### config.mk
export PLATFORM = sky130hd
export DESIGN_NAME = datapath_task2a
export DESIGN_NICKNAME = d
export VERILOG_FILES = /design/src/rtl/rc4_defs.sv /design/src/rtl/key_byte_sel.sv /design/src/rtl/datapath_task2a.sv
export SDC_FILE = /design/constraint.sdc
export NUM_CORES = 1
export LEC_CHECK = 0
export CAP_MARGIN = 0
export CELL_PAD_IN_SITES_DETAIL_PLACEMENT = 1
export CELL_PAD_IN_SITES_GLOBAL_PLACEMENT = 1
export CORE_MARGIN = 1.5
export CORE_UTILIZATION = 43
export CTS_CLUSTER_SIZE = 12
export DETAILED_ROUTE_END_ITERATION = 8
export MAX_ROUTING_LAYER = met4
export PLACE_DENSITY_LB_ADDON = 0.1
export SYNTH_ARGS = -nofsm -noshare
export SYNTH_HDL_FRONTEND = slang
export SYNTH_SLANG_ARGS = --single-unit
### constraint.sdc
create_clock -name clk -period 5.1 [get_ports clk]
set_input_delay 1.275 -clock clk [delete_from_list [all_inputs] [get_ports clk]]
set_output_delay 1.275 -clock clk [all_outputs]
set_load 0.005 [all_outputs]
### src/rtl/rc4_defs.sv
// Shared RC4 constants and the KSA state encoding.
// Used by the key-scheduling datapaths.
package rc4_defs;

  localparam int unsigned DEF_KEY_BYTES = 3;
  localparam int unsigned DEF_MEM_DEPTH = 256;

  typedef enum logic [3:0] {
    IDLE,
    RD_I,
    LATCH_I,
    RD_J,
    LATCH_J,
    WR_I,
    WR_J,
    NEXT,
    DONE
  } ksa_state_t;

endpackage

### src/rtl/key_byte_sel.sv
// Supplies key[i mod KEY_BYTES]. A mod-KEY_BYTES counter tracks i,
// so no divider is needed.
module key_byte_sel #(
  parameter int unsigned KEY_BYTES = rc4_defs::DEF_KEY_BYTES
) (
  input  logic                   clk,
  input  logic                   rst,
  input  logic                   clear,
  input  logic                   step,
  input  logic [8*KEY_BYTES-1:0] secret_key,
  output logic [7:0]             key_byte
);

  localparam int unsigned SEL_W = (KEY_BYTES > 1) ? $clog2(KEY_BYTES) : 1;
  localparam logic [SEL_W-1:0] SEL_LAST = SEL_W'(KEY_BYTES - 1);

  logic [SEL_W-1:0] sel;

  always_ff @(posedge clk or posedge rst) begin
    if (rst) begin
      sel <= '0;
    end else if (clear) begin
      sel <= '0;
    end else if (step) begin
      sel <= (sel == SEL_LAST) ? '0 : sel + 1'b1;
    end
  end

  // key[0] is the most significant byte of secret_key.
  always_comb begin
    key_byte = '0;
    for (int unsigned k = 0; k < KEY_BYTES; k++) begin
      if (sel == SEL_W'(k)) key_byte = secret_key[(KEY_BYTES-1-k)*8 +: 8];
    end
  end

endmodule

### src/rtl/datapath_task2a.sv
// RC4 key-scheduling pass over an externally initialised S-memory.
// Seven cycles per index: read s[i], read s[j], write both, advance.
module datapath_task2a
  import rc4_defs::*;
#(
  parameter int unsigned KEY_BYTES = DEF_KEY_BYTES,
  parameter int unsigned MEM_DEPTH = DEF_MEM_DEPTH
) (
  input  logic        clk,
  input  logic        restart,
  input  logic        commenco,
  input  logic [23:0] secret_key,
  input  logic [7:0]  q,
  output logic [7:0]  address,
  output logic [7:0]  data,
  output logic        wen,
  output logic        finito
);

  localparam logic [7:0] LAST = 8'(MEM_DEPTH - 1);

  ksa_state_t state;
  logic [7:0] i, j, si, sj;
  logic [7:0] key_byte;
  logic [7:0] j_next;
  logic       start;

  assign start  = commenco && (state == IDLE || state == DONE);
  assign j_next = j + q + key_byte;

  key_byte_sel #(.KEY_BYTES(KEY_BYTES)) u_key_sel (
    .clk       (clk),
    .rst       (restart),
    .clear     (start),
    .step      (state == NEXT),
    .secret_key(secret_key),
    .key_byte  (key_byte)
  );

  // Outputs are registered, so each state's bus values are loaded on entry.
  always_ff @(posedge clk or posedge restart) begin
    if (restart) begin
      state   <= IDLE;
      i       <= '0;
      j       <= '0;
      si      <= '0;
      sj      <= '0;
      address <= '0;
      data    <= '0;
      wen     <= 1'b0;
      finito  <= 1'b0;
    end else begin
      case (state)
        IDLE, DONE: begin
          address <= '0;
          data    <= '0;
          wen     <= 1'b0;
          if (commenco) begin
            i      <= '0;
            j      <= '0;
            finito <= 1'b0;
            state  <= RD_I;
          end
        end
        RD_I: state <= LATCH_I;
        LATCH_I: begin
          si      <= q;
          j       <= j_next;
          address <= j_next;
          state   <= RD_J;
        end
        RD_J: state <= LATCH_J;
        LATCH_J: begin
          sj      <= q;
          address <= i;
          data    <= q;
          wen     <= 1'b1;
          state   <= WR_I;
        end
        WR_I: begin
          address <= j;
          data    <= si;
          state   <= WR_J;
        end
        WR_J: begin
          wen   <= 1'b0;
          state <= NEXT;
        end
        NEXT: begin
          if (i == LAST) begin
            address <= '0;
            data    <= '0;
            finito  <= 1'b1;
            state   <= DONE;
          end else begin
            i       <= i + 1'b1;
            address <= i + 1'b1;
            state   <= RD_I;
          end
        end
        default: state <= IDLE;
      endcase
    end
  end

endmodule
==> out/metrics.yaml, run 1 <==
hold_start: "si[3]$_DFFE_PP0P_"
maxCapViolations: 0
portBuffers: 52
rsz0062_at_grt: "false"
worst_slew_pin_slew_ps: 1210
async_flop_share_pct: 100
yosysSeqAreaShare_pct: 42.7
power_density_nw_per_um2: 633
synth_most_common_cell: "dfrtp_1"
cts_setup_buffers: 0
final_cell_area_sq_um: 3470
cts.htree.levels: 2
grt_max_degree: 49
syn_to_final_growth_pct: 23.4
die_h_microns: 83.8
ff2ff_setup_slack_ps: 1560
antenna_found_initial: 0
cts-root-buf: "clkbuf_8"
reg2reg_from: "u_key_sel.sel[0]$_DFFE_PP0P_"
drtIter0Drc: 195
hold_viol_final: 0
num_vias: 2443
die-area_sq_um: 7030
clock-sinks: 48
slew_violations: 0
synthTopCellsByCount: "dfrtp_1 (48), nand2_1 (47), inv_1 (22)"
synth_edf_count: 0
cp_max_fo: 3
antenna_left: 0
synth.ff_latch_count: 48
crit_arrival_ps: 4100
grt_overflow_total: 0
holdPathStages: 2
fin_nets: 391
ys.flop_type: "dfrtp_1"
drtPass1Iterations: 5
netlist_area_sq_um: 2810
setup-tns-final_ps: 0
avgSynthCellArea_sq_um: 9.53
cts_resized: 0
yosys.area.top_type: "dfrtp_1"
reg2reg_to: "address[7]$_DFFE_PP0P_"
required_ps: 5270
clk_pin_slew_worst_paths_ps: 90
ir_worst_vdd_mv: 0.317
p_leak_nw: 1.60
clock_path_buffers: 2
ff2ff_path_depth: 11
core_area_sq_um: 6350
syn_nets: 345
place_area_sq_um: 3370
diodes: 0
whs_endpoint: "si[3]$_DFFE_PP0P_"
status: "completed"
numCtsBuffers: 5
route.detailed.drc: 0
postCtsHoldBufs: 0
yosysUniqueCellTypes: 50
grt_usage_pct: 24.0
hp-class: "reg -> reg"
dieWidth_microns: 83.8
synth.area.top_cells: "dfrtp_1 (43%), nand2_1 (6.3%), fa_1 (5.7%)"
hpwlAfterDp_microns: 5460
cts_tree: "done"
yosysWarnings: 0
synth_top_area_share_pct: 42.7
rows: 29
vias_per_cell: 5.86
setup_viol: 0
grt_first_pass_wirelength_microns: 13000
routed_wl_microns: 7720
critPathKind: "in -> reg"
ios: 53
slew-limit-headroom_pct: 18.9
finalClockSkew_ps: 4.51
start_kind: "input port"
syn_inst: 295
power.total_mw: 2.19
fin_crit_ps: 3940
start_util_pct: 44.3
insertion_delay_ps: 300
place.gp.congestion: 0.801
first_global_vias: 2575
wire_per_inst_microns: 18.5
period_share_pct: 77.2
drive_gt1_share_pct: 4.41
cp-end-kind: "flip-flop"
max_freq_mhz: 254
-- critical path, cell delays in order --
cell and delay, ps:
clkdlybuf4s50_1 460, mux2i_1 60, nor2_1 110, a21oi_1 80, fa_1 510, inv_1 50
ha_1 230, fa_1 430, a211oi_1 330, o21bai_1 120, a21oi_1 190, xnor2_1 160
o211ai_1 100
-- how the worst max path moves through the flow --
stage	from	to	slack, ps	cells after the start
global route	secret_key[9]	address[7]$_DFFE_PP0P_	940	13
CTS	secret_key[9]	address[7]$_DFFE_PP0P_	1150	13
detailed placement	secret_key[9]	address[7]$_DFFE_PP0P_	840	13
global placement	secret_key[9]	address[7]$_DFFE_PP0P_	890	13
floorplan	secret_key[9]	address[7]$_DFFE_PP0P_	1570	12
finish	secret_key[17]	address[7]$_DFFE_PP0P_	1160	13
-- through the flow --
step | hold slack, ps | util (%) | cells | worst slack, ps
3_3_place_gp | 463 | 53.0 | 411 | 894
6_report | 490 | 54.6 | 417 | 1160
5_1_grt | 521 | 54.6 | 417 | 938
4_1_cts | 495 | 54.6 | 417 | 1150
2_1_floorplan | 446 | - | 295 | 1570
3_5_place_dp | 474 | 53.0 | 411 | 840
-- cell usage in the layout, fill, tap and decap left out, drive strengths merged, types with 2 or more instances in the layout --
| cell type | Yosys | routed |
|---|---|---|
| a211oi | 2 | 2 |
| a21o | 4 | 4 |
| a21oi | 11 | 11 |
| a221oi | 2 | 2 |
| a222oi | 14 | 14 |
| a22o | 3 | 3 |
| a31oi | 2 | 2 |
| and3 | 4 | 4 |
| clkbuf | 7 | 5 |
| clkdlybuf4s50 | 0 | 52 |
| dfrtp | 48 | 48 |
| fa | 8 | 8 |
| ha | 7 | 7 |
| inv | 22 | 22 |
| mux2i | 8 | 8 |
| nand2 | 47 | 47 |
| nand2b | 4 | 4 |
| nand3 | 7 | 7 |
| nand3b | 5 | 5 |
| nor2 | 19 | 19 |
| nor2b | 5 | 5 |
| nor3 | 3 | 3 |
| nor3b | 2 | 2 |
| nor4b | 2 | 2 |
| o211ai | 3 | 3 |
| o21ai | 23 | 23 |
| or3 | 2 | 2 |
| or3b | 2 | 2 |
| xnor2 | 4 | 4 |
| xor2 | 6 | 6 |
-- report_power, final --
| part | switching (mW) | leakage, nW | internal [mW] |
|---|---|---|---|
| clock | 0.131 | 0.0501 | 0.141 |
| combinational | 0.648 | 0.930 | 0.561 |
| sequential | 0.177 | 0.617 | 0.536 |
-- layer usage --
layer / global-route usage, % / wire (microns) / vias up
met1: 32.4 / 3530 / 1237
met2: 38.1 / 3650 / 68
met4: 6.26 / 101 / 0
li1: - / - / 1129
met5: - / 0 / -
met3: 3.76 / 435 / 9
-- state kept, by name (all words and copies together), names as in the netlist, 2 cells and up --
register       cells
j                  8
si                 8
state              4
i                  8
data               8
u_key_sel.sel      2
address            8
-- kinds of logic (layout without fill, tap and decap cells) --
| kind of cell | after synthesis | in the layout | synth area share, % |
|---|---|---|---|
| adder cells (fa/ha/maj) | 15 | 15 | 8.82 |
| flip-flops | 48 | 48 | 42.7 |
| multiplexers | 8 | 8 | 2.85 |
| XOR/XNOR | 10 | 10 | 3.12 |
| buffers and inverters | 36 | 81 | 5.30 |
| AND/OR/NAND/NOR | 106 | 106 | 19.1 |
| AO/OA/AOI/OAI | 72 | 72 | 18.0 |
-- layout make-up --
cell class                 count  area (sq um)
clock buffer                   5          68.8
multi-input combinational    211          1460
sequential                    48          1200
tap                           77          96.3
fill                         731          2880
timing repair buffer          53           528
inverter                      22          82.6
clock inverter                 1          30.0
Note: power is estimated with default switching activity, not from simulation.
==> inputs of run 2 (changes only) <==
Settings changed: CORE_UTILIZATION 43 to 36.
Clock period 5.1 ns to 3.45 ns, I/O delays scaled along.
==> run 2 against run 1 <==
  * Highest routed layer unchanged
  * Critical path depth fell by 1
  * First-iteration DRC count fell by 11%
  * Critical path type unchanged
  * Core utilization fell by 6.5 points
  * Sequential power rose by 44%
  * Via count rose by 2.2%
  * Non-clock buffer count rose by 21
==> out/metrics.yaml, run 2 (synthesis gave the netlist of run 1 again) <==
status: "completed"
hpwlAfterDp_microns: 6080  # +11%
rsz0062_at_grt: "false"
setup_viol: 0  # unchanged
whs_endpoint: "si[2]$_DFFE_PP0P_"
setup-tns-final_ps: 0  # unchanged
critPathKind: "in -> reg"
holdPathStages: 2  # unchanged
ios: 53  # unchanged
antenna_found_initial: 0  # unchanged
place_area_sq_um: 3540  # +5.2%
die_h_microns: 91.4  # +9.0%
wire_per_inst_microns: 17.7  # -4.4%
routed_wl_microns: 8230  # +6.6%
nFillCells: 892  # +22%
hold_viol_final: 0  # unchanged
cts-root-buf: "clkbuf_8"
layout_common_cells: "clkdlybuf4s50_1 (50), dfrtp_1 (48), nand2_1 (47), inv_1 (21), buf_4 (21)"
ir_worst_vdd_mv: 0.339  # +6.8%
cpMostUsedCell: "buf_4"
worst_slew_pin_slew_ps: 918  # -292 ps
holdWs_ps: 493  # +2.92 ps
cts_tree: "done"
maxCapViolations: 0  # unchanged
required_ps: 3630  # -1640 ps
reg2reg_from: "u_key_sel.sel[0]$_DFFE_PP0P_"
die-area_sq_um: 8340  # +19%
reg2reg_to: "address[5]$_DFFE_PP0P_"
drtPass1Iterations: 7  # +2
fin_nets: 412  # +5.4%
ff2ff_path_depth: 13  # +2
grt_overflow_total: 0  # unchanged
worst_slack_ps: 187  # -977 ps
pre_cts_ws_ps: -343  # -1180 ps
antenna_left: 0  # unchanged
start_kind: "input port"
portBuffers: 52  # unchanged
start_util_pct: 36.7  # -7.5 points
diodes: 0  # unchanged
path_cells: "clkdlybuf4s50_1, mux2i_1, o21ai_0, buf_4, fa_1, ha_1, a21o_1, a21oi_1, nor2_1, a311oi_1, buf_4, o211ai_1"
first_global_vias: 2710  # +5.2%
vias_per_cell: 5.37  # -8.3%
clock-sinks: 48  # unchanged
cp_max_fo: 2  # -1
slowest_stage: "fa_1"
clock_path_buffers: 2  # unchanged
final_cell_area_sq_um: 3680  # +6.2%
cp_slowest_stage_delay_ps: 470  # -40 ps
hp-class: "reg -> reg"
grt_usage_pct: 21.8  # -2.2 points
hold_start: "si[2]$_DFFE_PP0P_"
numCtsBuffers: 5  # unchanged
cts.htree.levels: 2  # unchanged
cp-end-kind: "flip-flop"
syn_to_final_growth_pct: 31.0
clk_pin_slew_worst_paths_ps: 90  # about the same
core_area_sq_um: 7650  # +20%
crit_arrival_ps: 3440  # -660 ps
postCtsHoldBufs: 0  # unchanged
dieWidth_microns: 91.4  # +9.0%
layout_commonest_cell: "clkdlybuf4s50_1"
period_share_pct: 94.6
drtIter0Drc: 174  # -11%
ff2ff_setup_slack_ps: 290  # -1270 ps
p_leak_nw: 1.71  # +7.2%
fin_crit_ps: 3260
insertion_delay_ps: 310  # about the same
max_freq_mhz: 306
route.detailed.drc: 0  # unchanged
drive_gt1_share_pct: 11.8  # +7.4 points
slew-limit-headroom_pct: 38.5  # +20 points
rows: 32  # +10%
num_vias: 2497  # +2.2%
grt_max_degree: 29  # -41%
finalClockSkew_ps: 9.58  # +5.07 ps
place.gp.congestion: 0.794  # -0.80%
power_density_nw_per_um2: 958  # +51%
slew_violations: 0  # unchanged
grt_first_pass_wirelength_microns: 14000  # +7.6%
## run 2: changes by cell type in the layout (fill, tap and decap cells not counted), moves of 2 or more
cell	change
a21oi_1	-3
dlymetal6s2s_1	+2
buf_4	+20
a21oi_2	+3
clkdlybuf4s50_1	-2
## run 2: power by group
part / switching, mW / internal (mW)
Clock: 0.209 / 0.164
Sequential: 0.241 / 0.793
Combinational: 1.07 / 1.05
## run 2: layout make-up
type                       instances  area (sq um)  share of cell area, %
timing repair buffer              74           694                   18.9
sequential                        48          1200                   32.6
clock buffer                       7          86.3                   2.35
clock inverter                     1          7.51                  0.204
multi-input combinational        211          1480                   40.2
tap                              102           128                   3.47
inverter                          22          82.6                   2.24
## run 2: metal layers
| metal | part of all wire (%) | track usage (%) | vias to the layer above |
|---|---|---|---|
| met3 | 4.1 | 4.02 | 8 |
| met1 | 47 | 29.4 | 1257 |
| met4 | 1.1 | 5.86 | 0 |
| li1 | - | - | 1171 |
| met5 | 0 | - | - |
| met2 | 47 | 33.6 | 61 |
## run 2: critical path, delay by kind of cell
family / cells / cell delay, ps
buffers and inverters: 3 / 760
and+or+nand+nor: 1 / 90
AOI/OAI and AO/OA: 5 / 870
muxes: 1 / 60
adders and majority gates: 2 / 800
## run 2: what timing repair did
action                                  in CTS  in global routing
resized for setup                            2                  8
cloned                                       0                  0
pin swaps                                    0                  8
endpoints found under the setup margin       2                  3
buffers inserted                             0                  2
## run 2: worst max path at each step
| stage | slack [ps] | end | startpoint | depth (start not counted) |
|---|---|---|---|---|
| after detailed placement | -340 | address[7]$_DFFE_PP0P_ | secret_key[9] | 13 |
| after CTS | 50 | address[5]$_DFFE_PP0P_ | secret_key[9] | 13 |
| after global placement | -240 | address[7]$_DFFE_PP0P_ | secret_key[9] | 13 |
| final | 190 | address[6]$_DFFE_PP0P_ | secret_key[18] | 12 |
| after global routing | 20 | address[6]$_DFFE_PP0P_ | secret_key[18] | 12 |
| after floorplan | 340 | address[7]$_DFFE_PP0P_ | secret_key[9] | 12 |
## run 2: metrics by stage
| stage | power, mW | instances | utilization (%) |
|---|---|---|---|
| finish | 3.53 | 465 | 48.1 |
| global route | 3.84 | 465 | 48.1 |
| CTS | 3.48 | 463 | 47.6 |
| detailed placement | 3.07 | 455 | 46.3 |
| global placement | 3.01 | 455 | 46.3 |
| floorplan | 2.26 | 295 | - |
